## src/rtl/calc_pkg.sv

```systemverilog
// Shared constants and types for the calculator peripherals (register map, FSM encoding, widths).
// Latency: n/a (package only).
// Backpressure: n/a (package only).
package calc_pkg;

  localparam logic [4:0] ADDR_LO   = 5'h04;
  localparam logic [4:0] ADDR_HI   = 5'h08;
  localparam logic [4:0] ADDR_INIT = 5'h0C;
  localparam logic [4:0] ADDR_BCD  = 5'h10;
  localparam logic [4:0] ADDR_STAT = 5'h14;

  localparam int BIN_W  = 32;
  localparam int DIGITS = 10;
  localparam int BCD_W  = 4 * DIGITS;

  typedef enum logic [1:0] {
    IDLE  = 2'd0,
    SHIFT = 2'd1,
    DONE  = 2'd2
  } state_t;

  // Status word layout: digits 9..8 in [15:8], neg/busy/done in [2:0].
  function automatic logic [31:0] pack_status(input logic [7:0] hi_digits,
                                              input logic neg,
                                              input logic busy,
                                              input logic done);
    return {16'h0000, hi_digits, 5'b00000, neg, busy, done};
  endfunction

endpackage

```

## src/rtl/bcd_add3.sv

```systemverilog
// Double-dabble digit correction: a BCD digit >= 5 becomes digit + 3.
// Latency: combinational.
// Backpressure: none.
module bcd_add3 (
  input  logic [3:0] digit_in,
  output logic [3:0] digit_out
);

  assign digit_out = (digit_in >= 4'd5) ? (digit_in + 4'd3) : digit_in;

endmodule

```

## src/rtl/periferico_bin2bcd.sv

```systemverilog
// Memory-mapped 32-bit binary to 10-digit BCD converter (sequential double-dabble); BIN2BCD_SIGNED_EN adds two's-complement input.
// Latency: INIT write at edge E -> busy from E, done and result readable after edge E+32.
// Backpressure: none; INIT writes while busy are dropped, operand writes while busy only touch the staging registers.
module periferico_bin2bcd
  import calc_pkg::*;
(
  input  logic        clk,
  input  logic        reset,
  input  logic [15:0] d_in,
  input  logic        cs,
  input  logic [4:0]  addr,
  input  logic        rd,
  input  logic        wr,
  output logic [31:0] d_out
);

  state_t               state, state_nxt;
  logic [15:0]          data_lo, data_hi;
  logic [BIN_W-1:0]     operand, snap, bin_sr;
  logic [BCD_W-1:0]     bcd_acc, bcd_adj, digits;
  logic [BCD_W+BIN_W-1:0] sr_next;
  logic [5:0]           cnt;
  logic                 wr_en, start, busy, done, neg;

  assign wr_en   = cs & wr;
  assign busy    = (state == SHIFT);
  assign done    = (state == DONE);
  assign start   = wr_en && (addr == ADDR_INIT) && d_in[0] && !busy;
  assign operand = {data_hi, data_lo};

`ifdef BIN2BCD_SIGNED_EN
  logic neg_run;
  // Negative operands are converted as their magnitude; 0x80000000 maps to 2^31.
  assign snap = operand[BIN_W-1] ? (~operand + 32'd1) : operand;
`else
  assign snap = operand;
  assign neg  = 1'b0;
`endif

  // One add-3 corrector per BCD digit, applied before every shift.
  for (genvar g = 0; g < DIGITS; g++) begin : g_add3
    bcd_add3 u_add3 (
      .digit_in  (bcd_acc[4*g +: 4]),
      .digit_out (bcd_adj[4*g +: 4])
    );
  end

  assign sr_next = {bcd_adj, bin_sr} << 1;

  // State register.
  always_ff @(posedge clk or posedge reset) begin
    if (reset) state <= IDLE;
    else       state <= state_nxt;
  end

  // Next-state: start from IDLE/DONE, finish after the 32nd shift.
  always_comb begin
    state_nxt = state;
    unique case (state)
      IDLE, DONE: if (start) state_nxt = SHIFT;
      SHIFT:      if (cnt == 6'd31) state_nxt = DONE;
      default:    state_nxt = IDLE;
    endcase
  end

  // Operand staging registers, conversion shift register and result latch.
  always_ff @(posedge clk or posedge reset) begin
    if (reset) begin
      data_lo <= '0;
      data_hi <= '0;
      bin_sr  <= '0;
      bcd_acc <= '0;
      cnt     <= '0;
      digits  <= '0;
`ifdef BIN2BCD_SIGNED_EN
      neg_run <= 1'b0;
      neg     <= 1'b0;
`endif
    end else begin
      if (wr_en && addr == ADDR_LO) data_lo <= d_in;
      if (wr_en && addr == ADDR_HI) data_hi <= d_in;
      if (start) begin
        bin_sr  <= snap;
        bcd_acc <= '0;
        cnt     <= '0;
`ifdef BIN2BCD_SIGNED_EN
        neg_run <= operand[BIN_W-1];
`endif
      end else if (busy) begin
        bcd_acc <= sr_next[BCD_W+BIN_W-1:BIN_W];
        bin_sr  <= sr_next[BIN_W-1:0];
        cnt     <= cnt + 6'd1;
        if (cnt == 6'd31) begin
          digits <= sr_next[BCD_W+BIN_W-1:BIN_W];
`ifdef BIN2BCD_SIGNED_EN
          neg    <= neg_run;
`endif
        end
      end
    end
  end

  // Combinational read mux; idle bus and unmapped addresses read as zero.
  always_comb begin
    d_out = '0;
    if (cs && rd) begin
      case (addr)
        ADDR_BCD:  d_out = digits[31:0];
        ADDR_STAT: d_out = pack_status(digits[39:32], neg, busy, done);
        default:   d_out = '0;
      endcase
    end
  end

endmodule

```

## config.mk

```make
export PLATFORM = sky130hd
export DESIGN_NAME = periferico_bin2bcd
export DESIGN_NICKNAME = d
export VERILOG_FILES = /design/src/rtl/calc_pkg.sv /design/src/rtl/bcd_add3.sv /design/src/rtl/periferico_bin2bcd.sv
export SDC_FILE = /design/constraint.sdc
export NUM_CORES = 1
export LEC_CHECK = 0
export BUFFER_PORTS_ARGS = -buffer_cell sky130_fd_sc_hd__buf_2
export CORE_MARGIN = 4
export CORE_UTILIZATION = 55
export CTS_CLUSTER_DIAMETER = 40
export CTS_CLUSTER_SIZE = 20
export DETAILED_ROUTE_END_ITERATION = 16
export HOLD_SLACK_MARGIN = 0.05
export PLACE_DENSITY = 0.72
export SLEW_MARGIN = 20
export SYNTH_ARGS = -nofsm -noshare
export SYNTH_HDL_FRONTEND = slang
export SYNTH_SLANG_ARGS = --single-unit
export TNS_END_PERCENT = 50
```

## constraint.sdc

```tcl
create_clock -name clk -period 5.6 [get_ports clk]
set_input_delay 0.56 -clock clk [delete_from_list [all_inputs] [get_ports clk]]
set_output_delay 0.56 -clock clk [all_outputs]
set_load 0.02 [all_outputs]
```

==> impl_metrics.ini <==
[floorplan]
fp-row-count = 41
start_util_pct = 56.66
dieWidth_um = 122.7
design.core.area_um2 = 12770
dieArea_um2 = 15060
die_h_um = 122.7
ios = 58

[min_path]
hold_class = in -> async

[setup_path]
critPathCapture = d_out[21]
cp-start-kind = input pin
crit_arrival_ps = 2370
end_kind = output pin
critPathLaunch = addr[1]
cpPeakStageDelay_ps = 670
slowest_stage = and3_1
cp.required_ps = 5040
reg2reg_depth = 5
path_class = in -> out
r2r_end = digits[35]$_DFFE_PP0P_
r2r_setup_slack_ps = 3100
crit_chain = buf_2 > nor2_4 > and3_1 > and3_1 > and2_1 > buf_2
r2r_start = state[1]$_DFFE_PP0P_
cp_max_fo = 22

[synth]
synth.avg_cell_area_um2 = 9.766
synth.distinct_cells = 36
syn_nets = 788
yosys_warnings = 0
yosysSeqAreaShare_pct = 52.56
syn_area_um2 = 7237
ys_ff_latch = 152
netlist_instances = 741

[clock_tree]
path_clk_slew_ps = 60
clk_latency_ps = 430
hold_buffers = 0
clockBufferDepth = 2
clkSinkCount = 152
cts-resized-gates = 0
cts_max_level = 4
root_buffer = clkbuf_16
post-cts-setup-buffer-count = 0
cts_tree = yes
cts_made_buffers = 17

[global_routing]
grt_start_max_net_pins = 100
grt_pass1_wl_um = 25390
grt_pass1_vias = 5438
grt_use_total_pct = 21.47
antenna_found_initial = 1
grt.overflow.total = 0

[layout]
diodes = 0
areaGrowthSynthToFinish_pct = 13.26
final_cells = 965
drive_gt1_share_pct = 19.29
post-route-util_pct = 64.17
fin_nets = 827

[route]
wl_per_cell_um = 15.49
drt-total-wl_um = 14950
drc_errors = 0
via_per_inst = 5.618
antenna_left = 0
routed-via-count = 5421
drt_pass1_iterations = 7
first_iter_violations = 367

[outcome]
status = finished clean

[sta]
fin_tns_setup_ps = 0
setup_viol = 0
max-slew-margin-rel_pct = 29.68
worstMarginPinSlew_ps = 1052
period_needed_ps = 2927
rsz0062_at_grt = false
period_share_pct = 52.27
skew_ps = 9.613
maxSlewViolCount = 0
max_freq_ghz = 0.3416
finalHoldViolCount = 0

[placement]
portBuffers = 57
dp.cells = 933
place_congestion = 0.8817
dp_hpwl_um = 9653

[flow_run]
cap_violations = 0

[power_and_ir_drop]
p_per_area_nw_per_um2 = 487.2
p_total_mw = 3.993
vdd_drop_max_mv = 0.2251
p_leak_nw = 3.788
-- cell usage after synthesis (all sizes together) --
library cell	number	area share [%]
nor3	10	0.69
nor4b	1	0.12
o21ai	68	4.7
or4b	1	0.14
o31ai	2	0.21
and4b	2	0.28
and2	24	2.1
or3b	10	1.2
dfrtp	152	53
a22oi	9	0.93
a31oi	43	3.7
ha	21	3.6
nand3	4	0.28
nor3b	12	1.6
buf	20	1.7
a32oi	1	0.12
clkbuf	23	1.2
nand2	139	7.2
xnor2	10	1.2
nor2	57	3.1
nand4	1	0.087
mux2	42	6.5
and3	4	0.35
inv	22	1.1
nor2b	1	0.087
o22ai	28	2.4
nand2b	11	0.95
nand4b	1	0.33
a21oi	22	1.5
-- worst min path at each step --
stage / from / endpoint / slack, ps
4_1_cts: reset / data_hi[13]$_DFFE_PP0P_ / 360
2_1_floorplan: digits[0]$_DFFE_PP0P_ / digits[0]$_DFFE_PP0P_ / 450
5_1_grt: d_in[6] / data_hi[6]$_DFFE_PP0P_ / 360
6_report: reset / data_hi[8]$_DFFE_PP0P_ / 320
3_5_place_dp: digits[4]$_DFFE_PP0P_ / digits[4]$_DFFE_PP0P_ / 470
3_3_place_gp: digits[20]$_DFFE_PP0P_ / digits[20]$_DFFE_PP0P_ / 460
-- per-layer routing --
layer  GRT usage (%)  share of wire [%]  vias to the layer above
met2           36.73                 51                      128
met1           26.96                 43                     2636
met4           8.188                1.2                        2
li1                -                  -                     2641
met3           4.194                4.8                       14
met5               0              0.047                        -
-- kinds of logic after synthesis --
| kind of cell | after synthesis | synth area share [%] |
|---|---|---|
| AOI/OAI and AO/OA | 173 | 13.62 |
| xor gates and xnor gates | 10 | 1.210 |
| adders and majority gates | 21 | 3.631 |
| buffers and inverters | 65 | 4.028 |
| DFF | 152 | 52.56 |
| muxes | 42 | 6.535 |
| and+or+nand+nor | 278 | 18.41 |
-- where the power goes --
group	leakage, nW	switching, mW	internal (mW)
combinational	1.60	0.692	0.506
sequential	1.91	0.244	1.40
clock	0.285	0.440	0.708
total	3.79	1.38	2.62
-- registers in the layout, indices dropped and copies added, names as in the netlist --
| register | cells |
|---|---|
| bcd_acc | 40 |
| digits | 40 |
| bin_sr | 32 |
| data_hi | 16 |
| data_lo | 16 |
| cnt | 6 |
| state | 2 |
-- cell type report --
type	instances	area [um2]
clock inverters	13	153.9
well taps	172	215.2
repair buffers	63	330.3
clock buffers	19	442.9
multi-input cells	524	3163
inverters	22	87.58
flip-flops and latches	152	3804
fillers	1062	4577
-- critical path: cells and delay by family --
kind	cells	cell delay (ps)
AND/OR/NAND/NOR	4	1530
buffers and inverters	2	270
-- cell usage in the layout (no fill, tap or decap), drive strengths merged, types with 2 or more instances in the layout --
cell      count
xnor2        10
clkinvlp      4
inv          22
a22oi         9
and4b         2
o21ai        68
and3          4
buf          63
a31oi        43
o22ai        28
nor2         57
a21oi        22
nand2b       11
nor3         10
nand3         4
clkinv        6
nor3b        12
ha           21
o31ai         2
clkbuf       19
nand2       139
and2         24
mux2         42
or3b         10
dfrtp       152
bufinv        3
-- metrics by stage --
stage	setup WS [ps]	hold slack, ps	cell area (um2)
3_3_place_gp	2745	460.2	7600
4_1_cts	2627	355.1	8197
3_5_place_dp	2626	467.6	7600
5_1_grt	2533	364.4	8197
2_1_floorplan	946.9	446.5	7237
6_report	2673	319.1	8197
(Power assumes the default switching activity.)
